$ cat config.mk
export PLATFORM = sky130hd
export DESIGN_NAME = mem_port_arbiter
export DESIGN_NICKNAME = d
export VERILOG_FILES = /design/src/rtl/mem_port_arbiter.sv
export SDC_FILE = /design/constraint.sdc
export NUM_CORES = 1
export LEC_CHECK = 0
export BUFFER_PORTS_ARGS = -buffer_cell sky130_fd_sc_hd__buf_4
export CAP_MARGIN = 20
export CELL_PAD_IN_SITES_DETAIL_PLACEMENT = 1
export CELL_PAD_IN_SITES_GLOBAL_PLACEMENT = 2
export CORE_MARGIN = 4
export CORE_UTILIZATION = 21
export CTS_CLUSTER_DIAMETER = 30
export DETAILED_ROUTE_END_ITERATION = 12
export PLACE_DENSITY = 0.81
export SYNTH_ARGS = -nofsm -noshare
export SYNTH_HDL_FRONTEND = slang
export SYNTH_SLANG_ARGS = --single-unit
$ cat constraint.sdc
create_clock -name clk -period 1.6 [get_ports clk]
set_input_delay 0.16 -clock clk [delete_from_list [all_inputs] [get_ports clk]]
set_output_delay 0.16 -clock clk [all_outputs]
set_load 0.01 [all_outputs]
$ cat src/rtl/mem_port_arbiter.sv
// mem_port_arbiter
// Shares one single-ported unified instruction/data memory between the fetch
// stage (IF port) and the load/store unit (D port). One requester is granted
// at a time; the access is presented on a req/ready handshake that tolerates
// any number of wait states, and the winner gets a one-cycle ack with its read
// data. Data accesses win contested arbitration, except that after
// STARVE_LIMIT consecutive contested D grants the next contested arbitration
// goes to IF.
//
// Ports:
//   clk, rst                 clock (rising edge), synchronous active-high reset
//   if_req/if_addr           fetch request, held until if_ack
//   if_rdata/if_ack          fetched word and one-cycle completion pulse
//   d_req/d_we/d_be/d_addr/d_wdata   load/store request, held until d_ack
//   d_rdata/d_ack            load data and one-cycle completion pulse
//   mem_req/mem_we/mem_be/mem_addr/mem_wdata   memory access, registered
//   mem_rdata/mem_ready      memory read data and completion strobe
//   busy                     high while an access is in ACCESS or RESP
//   owner                    current/last grant: 0=IF, 1=D
module mem_port_arbiter #(
  parameter int STARVE_LIMIT = 4,
  parameter int AW = 32
) (
  input  logic          clk,
  input  logic          rst,
  input  logic          if_req,
  input  logic [AW-1:0] if_addr,
  output logic [31:0]   if_rdata,
  output logic          if_ack,
  input  logic          d_req,
  input  logic          d_we,
  input  logic [3:0]    d_be,
  input  logic [AW-1:0] d_addr,
  input  logic [31:0]   d_wdata,
  output logic [31:0]   d_rdata,
  output logic          d_ack,
  output logic          mem_req,
  output logic          mem_we,
  output logic [3:0]    mem_be,
  output logic [AW-1:0] mem_addr,
  output logic [31:0]   mem_wdata,
  input  logic [31:0]   mem_rdata,
  input  logic          mem_ready,
  output logic          busy,
  output logic          owner
);

  localparam logic [3:0] LIMIT = 4'(STARVE_LIMIT);

  typedef enum logic [1:0] {IDLE, ACCESS, RESP} state_t;

  state_t     state;
  logic [3:0] starve_cnt;
  logic       grant_d;

  // D wins whenever it asks, unless IF is also asking and has already been
  // passed over LIMIT times in a row.
  always_comb begin
    grant_d = d_req && (!if_req || (starve_cnt != LIMIT));
  end

  always_ff @(posedge clk) begin
    if (rst) begin
      state      <= IDLE;
      mem_req    <= 1'b0;
      mem_we     <= 1'b0;
      mem_be     <= 4'h0;
      mem_addr   <= '0;
      mem_wdata  <= 32'h0;
      if_ack     <= 1'b0;
      d_ack      <= 1'b0;
      if_rdata   <= 32'h0;
      d_rdata    <= 32'h0;
      owner      <= 1'b0;
      busy       <= 1'b0;
      starve_cnt <= 4'h0;
    end else begin
      case (state)
        IDLE: begin
          if (if_req || d_req) begin
            state   <= ACCESS;
            mem_req <= 1'b1;
            busy    <= 1'b1;
            owner   <= grant_d;
            if (grant_d) begin
              mem_we    <= d_we;
              mem_be    <= d_be;
              mem_addr  <= d_addr;
              mem_wdata <= d_wdata;
              // Only a contested D grant counts toward starving IF.
              if (if_req && (starve_cnt != LIMIT)) begin
                starve_cnt <= starve_cnt + 4'h1;
              end
            end else begin
              mem_we     <= 1'b0;
              mem_be     <= 4'hF;
              mem_addr   <= if_addr;
              mem_wdata  <= 32'h0;
              starve_cnt <= 4'h0;
            end
          end
        end

        ACCESS: begin
          if (mem_ready) begin
            state   <= RESP;
            mem_req <= 1'b0;
            if (owner) begin
              d_ack <= 1'b1;
              // Stores leave the last load result in place.
              if (!mem_we) begin
                d_rdata <= mem_rdata;
              end
            end else begin
              if_ack   <= 1'b1;
              if_rdata <= mem_rdata;
            end
          end
        end

        RESP: begin
          state  <= IDLE;
          if_ack <= 1'b0;
          d_ack  <= 1'b0;
          busy   <= 1'b0;
        end

        default: begin
          state   <= IDLE;
          mem_req <= 1'b0;
          if_ack  <= 1'b0;
          d_ack   <= 1'b0;
          busy    <= 1'b0;
        end
      endcase
    end
  end

endmodule

# Word-level counts from Yosys, hierarchy flattened
# Cells that the tools add are included.
# word_totals
register_bits	144
word_cells	61
# classes
n_addsub	1
n_eq_ne	8
mux	19
bitwise	5
n_reduce_logical	15
# op_table
op	count
2-to-1 mux 32 bit	2
AND reduction 3 bit	5
2-to-1 mux 4 bit	3
!= test 2 bit (second input constant)	4
2-to-1 mux 1 bit	7
case mux 1 bit (2 select lines)	3
AND reduction 2 bit	3
NOT 1 bit	5
adder 4 x 1 -> 4 bit (second input constant)	1
2-to-1 mux 2 bit	2
!= test 4 x 3 -> 1 bit (second input constant)	1
case mux 2 bit (2 select lines)	1
AND reduction 4 bit	1
case mux 1 bit (3 select lines)	1
equality test 2 x 1 -> 1 bit (second input constant)	1
equality test 2 bit (second input constant)	1
logical AND 1 bit	2
logical NOT 2 bit	1
logical OR 1 bit	2
!= test 2 x 1 -> 1 bit (second input constant)	1
logical NOT 1 bit	1

# Logic depth before layout (Yosys ltp)
# logic_depth
depth_word	5
ltp_mapped	8
ltp_nobuf	6

# Worst setup path before layout
# No wires, ideal clock.
# synth_path
kind	register to register
startpoint	reg starve_cnt[0]
endpoint	reg mem_addr[10]
setup_ns	0.086
t_arrival_ns	1.503
t_required_ns	1.514
setup_slack_ns	0.011
path_stages_with_launch	9
n_path_buf	2
period_less_slack_ns	1.589
path_cell_list	dfxtp_1 > inv_1 > ha_1 > nand4b_1 > and2_1 > clkbuf_1 > buf_2 > a21oi_1 > a211oi_1
# synth_between
elab_chain_len	4
# synth_rtl
item	line	rtl
start, declared	53	logic [3:0] starve_cnt;
start signal, assigned	92	starve_cnt <= starve_cnt + 4'h1;
!= test 4 x 3 -> 1 bit	59	grant_d = d_req && (!if_req || (starve_cnt != LIMIT));
logical OR 1 bit	59	
logical AND 1 bit	59	
2-to-1 mux 32 bit	85	if (grant_d) begin
end signal, assigned	88	mem_addr <= d_addr;
end signal, assigned	97	mem_addr <= if_addr;
end, declared	40	output logic [AW-1:0] mem_addr,
# No other way between the ends.
# A chain may end at the register's enable or synchronous reset.

# Worst setup path after layout
# layout_path
startpoint	reg starve_cnt[1]
endpoint	reg mem_addr[9]
# The elaborated chain is that of the path after synthesis.

==> tab_implementation.tex <==
\begin{tabular}{lr}
\hline
Metric & Value \\
\hline
\multicolumn{2}{l}{\textbf{CTS}} \\
Clock tree from TritonCTS & yes \\
Cts bufs inserted & 17 \\
Clock H-tree levels & 4 \\
Post-CTS clock slew at the launch and capture registers of the worst setup and hold paths & 0.07 ns \\
Maximum buffer depth of the clock tree & 2 \\
Clock tree root buffer cell & sky130\_fd\_sc\_hd\_\_clkbuf\_16 \\
Clock sink count & 144 \\
Clock insertion delay at the later pin of the skew report & 0.42 ns \\
\multicolumn{2}{l}{\textbf{Critical path}} \\
Nature of the critical path startpoint & flop \\
Crit path buf inv count & 2 \\
Worst path cell trace & inv\_2 > ha\_4 > nand4b\_1 > and2\_4 > clkbuf\_16 > a21oi\_2 > a211oi\_2 \\
Cell family with the largest share of critical-path delay & simple AND/OR/NAND/NOR gates \\
Crit path max-delay cell type & sky130\_fd\_sc\_hd\_\_dfxtp\_2 \\
Maximum cell stage delay along the critical path & between 0.3 and 0.4 ns \\
Endpoint type of the worst setup path & flop \\
Critical Path RT & 1.94 ns \\
Crit Path Max Fanout & 8 \\
Arr. time, crit path & about 1.9 ns \\
Type of the setup path with the least slack & flop to flop \\
\multicolumn{2}{l}{\textbf{Place}} \\
Global placement routability congestion & 0.749 \\
Placed Instance Area & 7930 sq um \\
Post-Place Cells & 1,224 \\
Number of input and output port buffers inserted & 275 \\
DP Wirelength & 15,200 microns \\
Pre-CTS setup slack & about 0.021 ns \\
\multicolumn{2}{l}{\textbf{Timing}} \\
Total of endpoints with negative setup slack in the final report & 0 \\
Maximum clock frequency & between 600 and 700 MHz \\
Pins over their slew limit & 0 \\
Worst setup slack after layout & 0.0727 ns \\
Headroom to the max-slew limit & 0.706 \\
Setup skew after layout & between 0.01 and 0.015 ns \\
Worst hold slack across all endpoints & slightly above 0.03 ns \\
Crit share post-route & 0.955 \\
Period minus WS final & 1.53 ns \\
Setup repair after global routing missed its margin & yes \\
Actual slew at the worst max-slew pin & 0.440 ns \\
Final Hold Violating Endpoints & 0 \\
Final-layout setup total negative slack & 0 ns \\
\multicolumn{2}{l}{\textbf{Yosys}} \\
Warnings from Yosys & 0 \\
Cells after Synth & 649 \\
Post-synthesis cell type count & 29 \\
Flop and latch count out of synthesis & 144 \\
Sequential area share after synthesis & 0.547 \\
Area of the mapped netlist & 5270 sq um \\
Mapped Nets & 789 \\
Per-instance average area after synthesis & 8.13 sq um \\
\multicolumn{2}{l}{\textbf{Final layout}} \\
Number of nets in the finished design & 1,163 \\
Antenna cell count & 0 \\
Number of cells in the finished layout apart from fillers & around 1.4k \\
Final non-filler cell area & approximately 9800 sq um \\
Share of cells above drive strength 1 & 0.383 \\
Area overhead of the layout relative to synthesis & 86.3\% \\
\multicolumn{2}{l}{\textbf{Status}} \\
Run status & finished clean \\
\multicolumn{2}{l}{\textbf{Global route}} \\
Largest net degree at the start of global routing & between 40 and 50 \\
Vias in the first global route & 6,292 \\
Initial antenna violation count & 0 \\
First-pass GRT wire length & 35,700 microns \\
Global-route usage over all layers & 0.159 \\
Total congestion overflow & 0 \\
\multicolumn{2}{l}{\textbf{Die}} \\
Initial core utilization & 0.215 \\
Overall die area & 27,700 sq um \\
Number of primary I/O pins & approximately 280 \\
Placeable core region & approximately 25,000 sq um \\
Die W & $\sim$170 microns \\
Number of placement rows & 57 \\
Die boundary height & 166 microns \\
\multicolumn{2}{l}{\textbf{Power}} \\
Psw & 2.90 mW \\
Part of the power in the clock network & 0.400 \\
Switching share of power & 0.296 \\
Internal power consumption & 6.90 mW \\
Total power density per cell area & 998 nW/um\^{}2 \\
Part of the total power dissipated in combinational logic & 0.198 \\
Reg power frac & 0.402 \\
Leakage power total & around 4.2 nW \\
VDD IR-drop max & 0.581 mV \\
\multicolumn{2}{l}{\textbf{Routing}} \\
Remaining number of nets flagged by the antenna check after routing & 0 \\
Routed vias/inst & between 4 and 5 \\
Detailed-routing iteration count for the pre-antenna-repair pass & 6 \\
DRT iter0 DRCs & about 300 \\
Via Count & 6,082 \\
WL final & 23,700 microns \\
DRC & 0 \\
DR WL/cell & 17.4 microns \\
\multicolumn{2}{l}{\textbf{Hold path}} \\
Min-Delay Path Class & input port to flop \\
\multicolumn{2}{l}{\textbf{Flow run}} \\
Reported max-cap violation count & 0 \\
\hline
\end{tabular}
cell type report:
class                           instances  area [sq um]
Clock buffer                           17           425
Clock inverter                         15           145
Fill cell                            2860         14700
Inverter                                3          11.3
Multi-Input combinational cell        448          2400
Sequential cell                       144          2890
Tap cell                              324           405
Timing Repair Buffer                  409          3550
cell families after synthesis:
kind of cell,after synthesis,share of synthesized area
and+or+nand+nor,273,0.208
AOI/OAI and AO/OA,173,0.196
DFF,144,0.547
buffers and inverters,57,0.0451
adders and majority gates,2,0.00474
power groups by stage:
stage	Combinational (mW)	Clock [mW]	Sequential, mW
final	1.94	3.92	3.94
after global routing	2.11	4.21	3.97
after CTS	1.80	4.08	3.93
after detailed placement	1.60	0	4.01
after global placement	1.59	0	4.01
after floorplan	0.560	0	4.09
Yosys cell counts:
library cell	n	area (sq um)
sky130_fd_sc_hd__o21a_1	1	7.51
sky130_fd_sc_hd__or4b_1	1	10.0
sky130_fd_sc_hd__nand2b_1	1	6.26
sky130_fd_sc_hd__o21ai_0	2	10.0
sky130_fd_sc_hd__or4_1	1	7.51
sky130_fd_sc_hd__nor3_1	10	50.1
sky130_fd_sc_hd__or3_1	3	18.8
sky130_fd_sc_hd__buf_1	2	7.51
sky130_fd_sc_hd__nor4b_2	1	15.0
sky130_fd_sc_hd__dfxtp_1	144	2880
sky130_fd_sc_hd__nor2_1	79	297
sky130_fd_sc_hd__a211oi_1	32	240
sky130_fd_sc_hd__nand4b_1	1	8.76
sky130_fd_sc_hd__and2_1	1	6.26
sky130_fd_sc_hd__nand2_1	166	623
sky130_fd_sc_hd__a31oi_1	1	6.26
sky130_fd_sc_hd__and3_1	2	12.5
sky130_fd_sc_hd__nor2_2	1	6.26
sky130_fd_sc_hd__nor2b_1	2	12.5
sky130_fd_sc_hd__clkbuf_1	33	124
sky130_fd_sc_hd__a21oi_1	103	515
sky130_fd_sc_hd__ha_1	2	25.0
sky130_fd_sc_hd__a22oi_1	33	248
sky130_fd_sc_hd__buf_2	19	95.1
sky130_fd_sc_hd__inv_1	3	11.3
sky130_fd_sc_hd__nand3_1	2	10.0
sky130_fd_sc_hd__nand2_2	1	6.26
sky130_fd_sc_hd__o21ai_1	1	5.00
sky130_fd_sc_hd__nand4_1	1	6.26
cells in the final DEF, fill, tap and decap left out, drive strengths merged, types with 3 or more instances in the layout:
master,Yosys,layout
or3,3,3
clkinv,0,4
a211oi,32,32
clkbuf,33,21
nor3,10,10
inv,3,12
dfxtp,144,144
dlygate4sd3,0,97
o21ai,3,3
a21oi,103,103
buf,21,308
nand2,167,167
a22oi,33,33
nor2,80,80
layer usage:
| metal | vias to the layer above | track usage | routed length, microns |
|---|---|---|---|
| li1 | 2941 | - | - |
| met1 | 2911 | 0.194 | 10000 |
| met2 | 215 | 0.267 | 11500 |
| met3 | 15 | 0.0555 | 1820 |
| met4 | 0 | 0.0409 | 250 |
| met5 | - | 0 | 0 |
worst reg2reg max path: cells and delay by family (launching register included):
kind	cells	cell delay, ns
AO/OA/AOI/OAI	2	0.28
adder cells (fa/ha/maj)	1	0.15
buffers and inverters	2	0.26
flip-flops	1	0.34
AND/OR/NAND/NOR	2	0.43
registers in the layout (all words and copies together), names as in the netlist:
name,count
mem_be,4
mem_we,1
d_ack,1
state,2
d_rdata,32
mem_wdata,32
mem_addr,32
busy,1
if_ack,1
starve_cnt,4
mem_req,1
if_rdata,32
owner,1
worst paths after layout:
| kind | startpoint | to | slack (ns) | cells after the start |
|---|---|---|---|---|
| worst max-delay path | starve_cnt[1] | mem_addr[9] | 0.07 | 7 |
| worst min-delay path | d_wdata[14] | mem_wdata[14] | 0.03 | 3 |
| worst max register to register | starve_cnt[1] | mem_addr[9] | 0.07 | 7 |
| worst min register to register | d_rdata[18] | d_rdata[18] | 0.45 | 2 |
repair_timing:
item                       CTS  global route
gates resized for setup      0            53
buffers inserted             0             1
setup endpoints to repair    0            70
hold endpoints to repair   128             0
hold buffers                97             0
stage by stage:
step	power, mW	utilization
2_1_floorplan	4.65	-
3_3_place_gp	5.59	0.323
3_5_place_dp	5.61	0.323
4_1_cts	9.82	0.386
5_1_grt	10.3	0.400
6_report	9.80	0.400
(Power assumes the default switching activity.)
